<file path="config.mk">
export PLATFORM = sky130hd
export DESIGN_NAME = core_fetch
export DESIGN_NICKNAME = d
export VERILOG_FILES = /design/src/rtl/core_pkg.sv /design/src/rtl/fetch_fifo.sv /design/src/rtl/core_fetch.sv
export SDC_FILE = /design/constraint.sdc
export NUM_CORES = 1
export LEC_CHECK = 0
export ABC_AREA = 1
export CORE_MARGIN = 8
export CORE_UTILIZATION = 30
export CTS_BUF_LIST = sky130_fd_sc_hd__clkbuf_8
export CTS_CLUSTER_DIAMETER = 60
export CTS_CLUSTER_SIZE = 12
export DETAILED_ROUTE_END_ITERATION = 10
export PLACE_DENSITY = 0.48
export RECOVER_POWER = 25
export SLEW_MARGIN = 20
export SYNTH_ARGS = -nofsm -noshare
export SYNTH_HDL_FRONTEND = slang
export SYNTH_SLANG_ARGS = --single-unit
</file>
<file path="constraint.sdc">
create_clock -name clk -period 14.3 [get_ports clk]
set_clock_uncertainty 0.15 [all_clocks]
set_input_delay 2.145 -clock clk [delete_from_list [all_inputs] [get_ports clk]]
set_output_delay 2.145 -clock clk [all_outputs]
set_load 0.01 [all_outputs]
</file>
<file path="src/rtl/core_pkg.sv">
// Shared types for the instruction fetch slice: bus width, FSM encoding and buffer payload.
// FETCH_MISALIGN_EXC_EN adds a misaligned-target flag to each buffered entry.
package core_pkg;

  localparam int DATA_WIDTH = 64;

  // Encoding of addi x0, x0, 0, handed to decode in place of a misaligned fetch.
  localparam logic [31:0] NOP_INSTR = 32'h0000_0013;

  typedef enum logic [1:0] {
    IDLE = 2'd0,
    ADDR = 2'd1,
    DATA = 2'd2
  } fetch_state_t;

`ifdef FETCH_MISALIGN_EXC_EN
  typedef struct packed {
    logic        misaligned;
    logic [31:0] data;
    logic [31:0] pc;
  } fetch_entry_t;
`else
  typedef struct packed {
    logic [31:0] data;
    logic [31:0] pc;
  } fetch_entry_t;
`endif

endpackage

</file>
<file path="src/rtl/fetch_fifo.sv">
// Instruction buffer between the AXI read port and decode: power-of-two ring of
// {data, pc} entries with push, pop and a flush that may carry one fresh push.
module fetch_fifo
  import core_pkg::*;
#(
  parameter int  DEPTH = 2,
  localparam int AW    = $clog2(DEPTH)
) (
  input  logic         clk,
  input  logic         rst_n,
  input  logic         push,
  input  fetch_entry_t push_entry,
  input  logic         pop,
  input  logic         flush,
  output fetch_entry_t head,
  output logic         full,
  output logic         empty,
  output logic [AW:0]  count
);

  fetch_entry_t  mem [DEPTH];
  logic [AW-1:0] wr_ptr;
  logic [AW-1:0] rd_ptr;
  logic [AW:0]   cnt;
  logic          do_push;
  logic          do_pop;

  assign do_pop  = pop && !empty && !flush;
  assign do_push = push && (flush || !full || do_pop);

  // NOTE: state registers use non-blocking assignments so every flop samples
  // pre-edge values; blocking here would create order-dependent simulation.
  always_ff @(posedge clk or negedge rst_n) begin
    if (!rst_n) begin
      wr_ptr <= '0;
      rd_ptr <= '0;
      cnt    <= '0;
    end else if (flush) begin
      rd_ptr <= '0;
      wr_ptr <= do_push ? AW'(1) : '0;
      cnt    <= do_push ? (AW+1)'(1) : '0;
    end else begin
      if (do_push) wr_ptr <= wr_ptr + 1'b1;
      if (do_pop)  rd_ptr <= rd_ptr + 1'b1;
      cnt <= cnt + (AW+1)'(do_push) - (AW+1)'(do_pop);
    end
  end

  // NOTE: the storage array is deliberately not reset; occupancy lives in cnt
  // and the consumer masks the head while empty, so stale words are never seen.
  always_ff @(posedge clk) begin
    if (do_push) mem[flush ? '0 : wr_ptr] <= push_entry;
  end

  assign head  = mem[rd_ptr];
  assign full  = (cnt == (AW+1)'(DEPTH));
  assign empty = (cnt == '0);
  assign count = cnt;

endmodule

</file>
<file path="src/rtl/core_fetch.sv">
// Instruction fetch unit: one-outstanding AXI-lite read FSM feeding a small buffer.
// FETCH_MISALIGN_EXC_EN adds instr_misaligned and a halting misaligned-redirect path.
module core_fetch
  import core_pkg::*;
#(
  parameter logic [31:0] RESET_PC   = 32'h0000_0000,
  parameter int          FIFO_DEPTH = 2
) (
  input  logic                  clk,
  input  logic                  rst_n,
  input  logic                  redirect_valid,
  input  logic [31:0]           redirect_pc,
  output logic [31:0]           ARADDR,
  output logic                  ARVALID,
  input  logic                  ARREADY,
  input  logic [DATA_WIDTH-1:0] RDATA,
  input  logic                  RVALID,
  output logic                  RREADY,
  output logic [31:0]           instr_data,
  output logic [31:0]           instr_pc,
  output logic                  instr_valid,
`ifdef FETCH_MISALIGN_EXC_EN
  output logic                  instr_misaligned,
`endif
  input  logic                  instr_ready
);

  localparam int             CW      = $clog2(FIFO_DEPTH) + 1;
  localparam logic [CW-1:0]  DEPTH_C = CW'(FIFO_DEPTH);

  fetch_state_t  state, state_next;
  logic [31:0]   pc, pc_next;
  logic [31:0]   ar_addr;
  logic          drop, drop_next;
  logic [31:0]   tgt_pc;
  logic          mis_redirect;
  logic          halted_next;
  logic          resp_push;
  logic          fifo_push;
  logic          fifo_pop;
  logic          fifo_empty;
  logic          unused_fifo_full;
  logic [CW-1:0] fifo_count;
  logic [CW-1:0] count_after;
  logic          can_issue;
  fetch_entry_t  push_entry;
  fetch_entry_t  head;

`ifdef FETCH_MISALIGN_EXC_EN
  logic halted;

  assign tgt_pc       = redirect_pc;
  assign mis_redirect = redirect_valid && (redirect_pc[1:0] != 2'b00);
  assign halted_next  = redirect_valid ? mis_redirect : halted;

  always_ff @(posedge clk or negedge rst_n) begin
    if (!rst_n) halted <= 1'b0;
    else        halted <= halted_next;
  end
`else
  logic unused_redirect_lsbs;

  assign tgt_pc               = {redirect_pc[31:2], 2'b00};
  assign mis_redirect         = 1'b0;
  assign halted_next          = 1'b0;
  assign unused_redirect_lsbs = ^redirect_pc[1:0];
`endif

  if (DATA_WIDTH > 32) begin : g_wide_rdata
    logic unused_rdata_hi;
    assign unused_rdata_hi = ^RDATA[DATA_WIDTH-1:32];
  end

  // A redirect wins over the response push; it may instead carry the exception entry.
  assign resp_push = (state == DATA) && RVALID && !drop && !redirect_valid;
  assign fifo_push = redirect_valid ? mis_redirect : resp_push;
  assign fifo_pop  = instr_valid && instr_ready;

  always_comb begin
    push_entry = '0;
    if (redirect_valid) begin
      push_entry.data = NOP_INSTR;
      push_entry.pc   = tgt_pc;
`ifdef FETCH_MISALIGN_EXC_EN
      push_entry.misaligned = 1'b1;
`endif
    end else begin
      push_entry.data = RDATA[31:0];
      push_entry.pc   = pc;
    end
  end

  // Occupancy once this edge's push/pop/flush land; a new AR reserves one slot of it.
  always_comb begin
    if (redirect_valid) count_after = CW'(mis_redirect);
    else                count_after = fifo_count + CW'(resp_push) - CW'(fifo_pop);
  end

  assign can_issue = !halted_next && (count_after < DEPTH_C);

  // NOTE: every output of this block gets a default first, so no path can
  // leave a variable unassigned and infer a latch.
  always_comb begin
    state_next = state;
    pc_next    = pc;
    drop_next  = drop;
    if (redirect_valid) pc_next = tgt_pc;
    case (state)
      IDLE: if (can_issue) state_next = ADDR;
      ADDR: begin
        if (redirect_valid) drop_next = 1'b1;
        if (ARREADY) state_next = DATA;
      end
      DATA: begin
        if (RVALID) begin
          drop_next  = 1'b0;
          if (resp_push) pc_next = pc + 32'd4;
          // Skipping IDLE when a slot is free keeps the issue interval at two cycles.
          state_next = can_issue ? ADDR : IDLE;
        end else if (redirect_valid) begin
          drop_next = 1'b1;
        end
      end
      default: state_next = IDLE;
    endcase
  end

  always_ff @(posedge clk or negedge rst_n) begin
    if (!rst_n) begin
      state <= IDLE;
      pc    <= RESET_PC;
      drop  <= 1'b0;
    end else begin
      state <= state_next;
      pc    <= pc_next;
      drop  <= drop_next;
    end
  end

  // The address is captured on entry to ADDR so a redirect cannot disturb a pending AR.
  always_ff @(posedge clk or negedge rst_n) begin
    if (!rst_n) begin
      ar_addr <= '0;
    end else if ((state_next == ADDR) && (state != ADDR)) begin
      ar_addr <= pc_next;
    end
  end

  fetch_fifo #(
    .DEPTH (FIFO_DEPTH)
  ) u_fifo (
    .clk        (clk),
    .rst_n      (rst_n),
    .push       (fifo_push),
    .push_entry (push_entry),
    .pop        (fifo_pop),
    .flush      (redirect_valid),
    .head       (head),
    .full       (unused_fifo_full),
    .empty      (fifo_empty),
    .count      (fifo_count)
  );

  assign ARADDR      = ar_addr;
  assign ARVALID     = (state == ADDR);
  assign RREADY      = (state == DATA);
  assign instr_valid = !fifo_empty;
  assign instr_data  = fifo_empty ? '0 : head.data;
  assign instr_pc    = fifo_empty ? '0 : head.pc;
`ifdef FETCH_MISALIGN_EXC_EN
  assign instr_misaligned = fifo_empty ? 1'b0 : head.misaligned;
`endif

endmodule
</file>
# Word-level counts from Yosys, hierarchy flattened
# Memories as Yosys holds them, arrays and structs flattened.
# Cells that the tools add are included.
[word_totals]
n_memories = 1
mem_bits_ro = 0
ff_bits = 71
ram_bits = 128
latch_bits = 0
output_inout_bits = 99
elab_cells = 66
input_bits = 102
[memory_table]
columns = ["name", "words", "width", "read_ports", "rd_ports_with_merged_regs", "wr", "line", "rtl"]
rows = [
  ["u_fifo.mem", 2, 64, 1, 0, 1, "fetch_fifo.sv:21", "fetch_entry_t mem [DEPTH];"],
]
[op_classes]
div = 0
n_eq_ne = 5
addsub = 7
mux = 26
n_reduce_logical = 19
multipliers = 0
bitwise = 0
magnitude_cmp = 1
shifts = 0
[op_table]
columns = ["cell", "count"]
rows = [
  ["32-bit 2-to-1 mux", 6],
  ["64-bit 2-to-1 mux", 1],
  ["32-bit by 3-bit adder with 32-bit output, second input constant", 1],
  ["1-bit 2-to-1 mux", 12],
  ["2-bit 2-to-1 mux", 5],
  ["1-bit logical AND", 8],
  ["2-bit case mux with 3 select lines", 1],
  ["2-bit nonzero test", 3],
  ["2-bit by 1-bit adder with 2-bit output", 2],
  ["2-bit by 1-bit == test with 1-bit output, second input constant", 2],
  ["2-bit == test, second input constant", 2],
  ["1-bit logical NOT", 4],
  ["2-bit logical NOT", 2],
  ["2-bit by 1-bit subtractor with 2-bit output", 2],
  ["1-bit adder, second input constant", 2],
  ["1-bit logical OR", 2],
  ["2-bit < comparator, second input constant", 1],
  ["2-bit by 1-bit inequality test with 1-bit output, second input constant", 1],
  ["1-bit case mux with 2 select lines", 1],
]

# Longest topological paths before layout
[depth]
ltp_word = 13
depth_mapped = 16
mapped_depth_nobuf = 14

# By module
# A second synthesis with hierarchy kept.
[unflattened]
hier_cells = 1169
hier_area_um2 = 9914.5
[by_module_without_submodules]
columns = ["mod", "cells_per_inst", "area_per_inst_um2", "n_inst", "seq_area_each_um2"]
rows = [
  ["core_fetch", 799, 5011.1, 1, 1676.6],
  ["fetch_fifo", 370, 4903.5, 1, 3943.8],
]

# Least setup slack after synthesis
# No wires, ideal clock.
[synth_timing]
kind = "input -> register"
from = "input port redirect_valid"
to = "memory u_fifo.mem[0][0] (netlist bit) (enable)"
path_buffers = 2
slack_ns = 7.822
required_time_ns = 13.643
arrival_ns = 5.821
setup_ns = 0.507
stages = 6
cell_sequence = "buf_6 -> clkinv_2 -> clkbuf_1 -> nand4_1 -> nand2_1 -> a21oi_1"
[synth_via]
elab_chain_cells = 6
word_cells_on_any_way = 10
classes_between = "mux (4); reduce/logical (6)"
[synth_lines]
columns = ["element", "line", "rtl"]
rows = [
  ["start: declaration", "core_fetch.sv:11", "input logic redirect_valid,"],
  ["1-bit logical NOT", "fetch_fifo.sv:28, core_fetch.sv:75", ""],
  ["1-bit logical AND (on tied branches)", "core_fetch.sv:75, fetch_fifo.sv:28", ""],
  ["1-bit 2-to-1 mux / 1-bit logical OR (equally long branches)", "core_fetch.sv:76, fetch_fifo.sv:29", ""],
  ["1-bit logical AND", "fetch_fifo.sv:29", "assign do_push = push && (flush || !full || do_pop);"],
  ["1-bit 2-to-1 mux (2 in a row)", "fetch_fifo.sv:52", "if (do_push) mem[flush ? '0 : wr_ptr] <= push_entry;"],
  ["end: declaration", "fetch_fifo.sv:21", ""],
]
# Parallel ways exist; a longest one is shown, timed or not.

# Worst setup path after layout
[layout_timing]
from = "input port redirect_valid"
to = "memory u_fifo.mem[0][61] (netlist bit) (enable)"
# The elaborated chain is that of the path after synthesis.

==> metrics.cfg <==
[placement]
placed_area_sq_um = 11100
gp_congestion = 0.852
place_inst = 1513
portBuffers = 166
dp_hpwl_um = 17800

[clocking]
post-cts-setup-buffers = 0
clock_path_buffers = 2
cts_hold_buf = 0
cts_root_buf = clkbuf_8
cts_sinks = 199
cts_tree = yes
cts_resized = 0
clk_latency_ps = 460
cts_max_level = 4
cts_buffers = 17
clk_pin_slew_ps = 90

[synth]
synth-seq-cells = 199
synth_area_leaders = edfxtp_1, dfrtp_1, nand2_1
synth.distinct_cells = 31
synth_edf_count = 128
syn_area_sq_um = 9090
yosys_warnings = 0
yosysTopAreaCell = edfxtp_1
async_flop_share_pct = 35.7
yosys.area.top_type_share_pct = 42.3
synth_nets = 1107
syn_inst = 997
synth_ff_type = edfxtp_1
seq_area_frac_synth_pct = 61.8
syn_avg_cell_area_sq_um = 9.11

[cells_and_area]
final_common_cell = nand2_1
fin_nets = 1252
drive_gt1_share_pct = 5.19
final_area_sq_um = 11500
fin_util_pct = 38.6
area_delta_synth_final_pct = 26.3
antenna_cells = 0
layout_common_cells = nand2_1, clkdlybuf4s50_1, edfxtp_1, nor2_1, inv_1
final-instance-count-excl-fill = 1545

[drt]
finalWirelength_um = 26300
avgRoutedWirePerCell_um = 17.0
via_count = 7019
dr.pass1.iters = 5
ant_nets = 0
vias_per_cell = 4.54
route.detailed.drc = 0
drtIter0Drc = 399

[run_status]
violations = capacitance limit, slew limit
outcome = complete, but fails checks

[setup_path]
start_kind = primary input
crit_chain = clkbuf_1 -> clkinv_2 -> nand4_1 -> nand2_1 -> a21oi_4 -> buf_4
crit_arrival_ps = 6600
critPathSlowestCell = clkbuf_1
required_ps = 14240
path_class = in -> reg
end_kind = register
path_max_fanout = 42
cpPeakStageDelay_ps = 1620

[timing]
maxSlewHeadroom_pct = -169
max_freq_mhz = 150
fin_crit_sh_pct = 46.6
hold_viol = 0
worst_pin_slew_ps = 4030
drv_slew = 115
whs_ps = 328
rsz0062_at_grt = false
fin_setup_tns_ps = 0
setup_viol = 0
finalCriticalPeriod_ps = 6660

[global_route]
antenna_found_initial = 0
grt_pass1_vias = 7183
grt_use_total_pct = 14.7
grt_pass1_wl_um = 41100
gr-total-overflow = 0
grt_max_degree = 72

[flow_run]
max-cap-violations = 2

[pwr]
powerDensity_nw_per_um2 = 126
vdd_drop_max_mv = 0.0918
p_leak_nw = 4.67

[die]
placeableCoreArea_sq_um = 29700
chipHeight_um = 190
num_io_pins = 201
initial_core_util_pct = 30.6
rows = 63
fp.dieW_um = 190
die_area_sq_um = 36100

[min_path]
hold_class = reg -> reg

[area by class of cell]
type	instances	area, sq um
repair buffers	172	1690
fillers	3015	18200
clock buffers	19	262
multi-input cells	668	2960
well taps	390	488
flip-flops and latches	199	5620
clock inverters	13	143
inverters	84	317
[power breakdown]
group	internal [mW]	switching, mW	leakage [nW]
Sequential	0.670	0.0336	2.05
Combinational	0.151	0.213	2.41
Clock	0.168	0.206	0.215
Total	0.989	0.453	4.67
[flip-flops by register name (all words and copies together), names as in the netlist]
register,count
ARADDR,32
drop,1
pc,32
state,2
u_fifo.count,2
u_fifo.mem,128
u_fifo.rd_ptr,1
u_fifo.wr_ptr,1
[Yosys cell counts (all sizes together) (8+ instances only)]
cell / number
inv: 83
nand3: 27
dfrtp: 71
buf: 24
nor2: 101
ha: 8
o21ai: 45
edfxtp: 128
a21oi: 67
clkbuf: 22
a31oi: 13
nand2: 385
[metal layers]
metal | global-route usage (%) | wire [um]
met3 | 3.50 | 1560
met5 | 0 | 0
met2 | 23.5 | 11900
met1 | 19.7 | 12500
met4 | 3.40 | 331
[critical path, delay by kind of cell]
kind	cells	cell delay, ps
buffers and inverters	3	3040
AOI/OAI and AO/OA	1	860
and+or+nand+nor	2	510
[through the flow]
stage | setup WS, ps | power [mW]
after floorplan | 7820 | 0.930
after global placement | 8610 | 1.08
after detailed placement | 8620 | 1.09
after CTS | 8950 | 1.47
after global routing | 7000 | 1.53
final | 7640 | 1.44
[final timing paths]
path                       slack [ps]           endpoint  cells past startpoint      startpoint
min                               330         ARADDR[27]                      2      ARADDR[27]
max reg2reg                     10670  u_fifo.mem[0][61]                      7        state[0]
min reg2reg                       330         ARADDR[27]                      2      ARADDR[27]
max in group asynchronous        8480      u_fifo.rd_ptr                      1           rst_n
min in group asynchronous        2920         ARADDR[23]                      1           rst_n
max                              7640  u_fifo.mem[0][61]                      6  redirect_valid
[cell families after synthesis]
| family | synth area share, % |
|---|---|
| buffers and inverters | 5.91 |
| XOR/XNOR | 0.771 |
| flip-flops | 61.8 |
| adder cells (fa/ha/maj) | 1.10 |
| AO/OA/AOI/OAI | 7.31 |
| AND/OR/NAND/NOR | 23.1 |
Power figures use the tool's default switching activity.
==> edit: new RTL, config.mk and constraints unchanged <==
Add a define of `FETCH_MISALIGN_EXC_EN`.
--- a/src/rtl/core_pkg.sv
+++ b/src/rtl/core_pkg.sv
@@ -1,4 +1,6 @@
 // Shared types for the instruction fetch slice: bus width, FSM encoding and buffer payload.
 // FETCH_MISALIGN_EXC_EN adds a misaligned-target flag to each buffered entry.
+`define FETCH_MISALIGN_EXC_EN
+
 package core_pkg;
 
Function (old outputs only; new: instr_misaligned): changed (a bounded check fails within 4 cycles, from zero or initial values and one cycle with rst_n low).
==> edit against the unedited design <==
The flow still finishes with violations (max-capacitance violations, max-slew violations). Design area grew 1.4%. Core utilization shrank 0.38 points. Synthesized cell count shrank 0.30%. Register-to-register slack lost 370 ps. Setup slack gained 160 ps. Wire length grew 2.1%. Sequential cell count grew 3. Total power grew 20%. Area after synthesis grew 1.5%. Via count grew 0.23%. Largest cell class unchanged. Largest power group unchanged.
==> edit: results (changes against the unedited design) <==
INFO  metric outcome = finished, violations left
INFO  metric failed_checks = max-capacitance violations, max-slew violations
INFO  metric reg2reg_slack = 10300 ps (-370 ps)
INFO  metric post_drt_via_cell_ratio = 4.52 (-0.61%)
INFO  metric synth.net_count = 1104 (-0.27%)
INFO  metric internal_power = 1.12 mW (+13%)
INFO  metric dpl.hpwl = 18000 µm (+1.1%)
INFO  metric clock_buffers = 23 (+4)
INFO  metric grt_start_max_net_pins = 73 (+1.4%)
INFO  metric synth_edf_count = 130 (+1.6%)
INFO  metric placed_cells_incl_taps = 1518 (+0.33%)
INFO  metric fraction_of_standard_cell_area_in_multi_input_logic = 25.7% (about the same)
INFO  metric slew_viol_final = 122 (+6.1%)
INFO  metric fraction_of_standard_cell_area_that_is_sequential = 49.0% (+0.057 points)
INFO  metric clk_share = 3.35% (-0.17 points)
INFO  metric drt_total_wl = 26900 µm (+2.1%)
INFO  metric critical_path.reg2reg.endpoint = u_fifo.mem[0][51]
INFO  metric cts.sinks = 202 (+1.5%)
INFO  metric io_buffer_count = 169 (+1.8%)
INFO  metric grt_pass1_vias = 7105 (-1.1%)
INFO  metric grtUsageTotal = 14.4% (-0.21 points)
INFO  metric vdd_drop_max = 0.103 mV (+12%)
INFO  metric cts.path.max_buffers = 3 (+1)
INFO  metric n_multi_input_combinational_cell = 658 (-1.5%)
INFO  metric cts_max_level = 1 (-3)
INFO  metric syn-mean-instance-area = 9.28 µm² (+1.8%)
INFO  metric non_clock_buffering_overhead = 14.9% (+0.098 points)
INFO  metric synth_area_leaders = sky130_fd_sc_hd__edfxtp_1, sky130_fd_sc_hd__dfrtp_1, sky130_fd_sc_hd__nand2_1, sky130_fd_sc_hd__o21ai_0, sky130_fd_sc_hd__a21oi_1
INFO  metric drv.max_cap_violation_count = 2 (unchanged)
INFO  metric gpl.final_weighted_congestion = 0.844 (-0.96%)
INFO  metric power.leakage = 4.79 nW (+2.5%)
INFO  metric grt_first_pass_wirelength = 41400 µm (+0.52%)
INFO  metric worstSkewPairLatency = 540 ps (+80 ps)
INFO  metric detailedRoute.firstPassIterationCount = 4 (-1)
INFO  metric buffers = 177 (+2.9%)
==> edit: per-layer routing <==
metal	share of wire, %	track usage (%)	vias up
li1	-	-	3562
met3	5.4	2.74	31
met5	0	0	-
met4	1.8	3.46	0
met2	46	23.3	171
met1	47	19.7	3271
==> edit: logic make-up (layout without fill, tap and decap cells) <==
logic type	Yosys count	count (layout)	share of synthesized area [%]
buffers and inverters	134	302	5.94
adder cells (fa/ha/maj)	8	8	1.08
AND/OR/NAND/NOR	472	472	20.6
AO/OA/AOI/OAI	162	162	9.02
XOR/XNOR	16	16	1.52
flip-flops	202	202	61.8
==> edit: per-stage QoR <==
step	hold WS [ps]	power [mW]	setup WS, ps
5_1_grt	346	1.85	7150
3_3_place_gp	299	1.39	8320
4_1_cts	324	1.76	8600
2_1_floorplan	287	1.10	7630
3_5_place_dp	305	1.39	8290
6_report	327	1.73	7800
==> edit: power groups by stage <==
stage	Clock (mW)	Combinational [mW]	Sequential, mW
after floorplan	0	0.314	0.789
after global placement	0	0.612	0.781
after detailed placement	0	0.611	0.781
after CTS	0.377	0.616	0.771
after global routing	0.398	0.669	0.783
final	0.358	0.601	0.771
==> edit: worst min-delay path, stage by stage (launching register included) <==
cell	delay, ps
sky130_fd_sc_hd__dfrtp_1	320
sky130_fd_sc_hd__nand2_1	70
sky130_fd_sc_hd__nand2_1	60
==> edit: worst min-delay path by stage <==
stage,startpoint,to,slack (ps),depth (start not counted)
CTS,pc[0],pc[0],320,2
floorplan,pc[0],pc[0],290,2
global route,pc[0],pc[0],350,2
global placement,pc[0],pc[0],300,2
detailed placement,pc[0],pc[0],300,2
finish,pc[0],pc[0],330,2
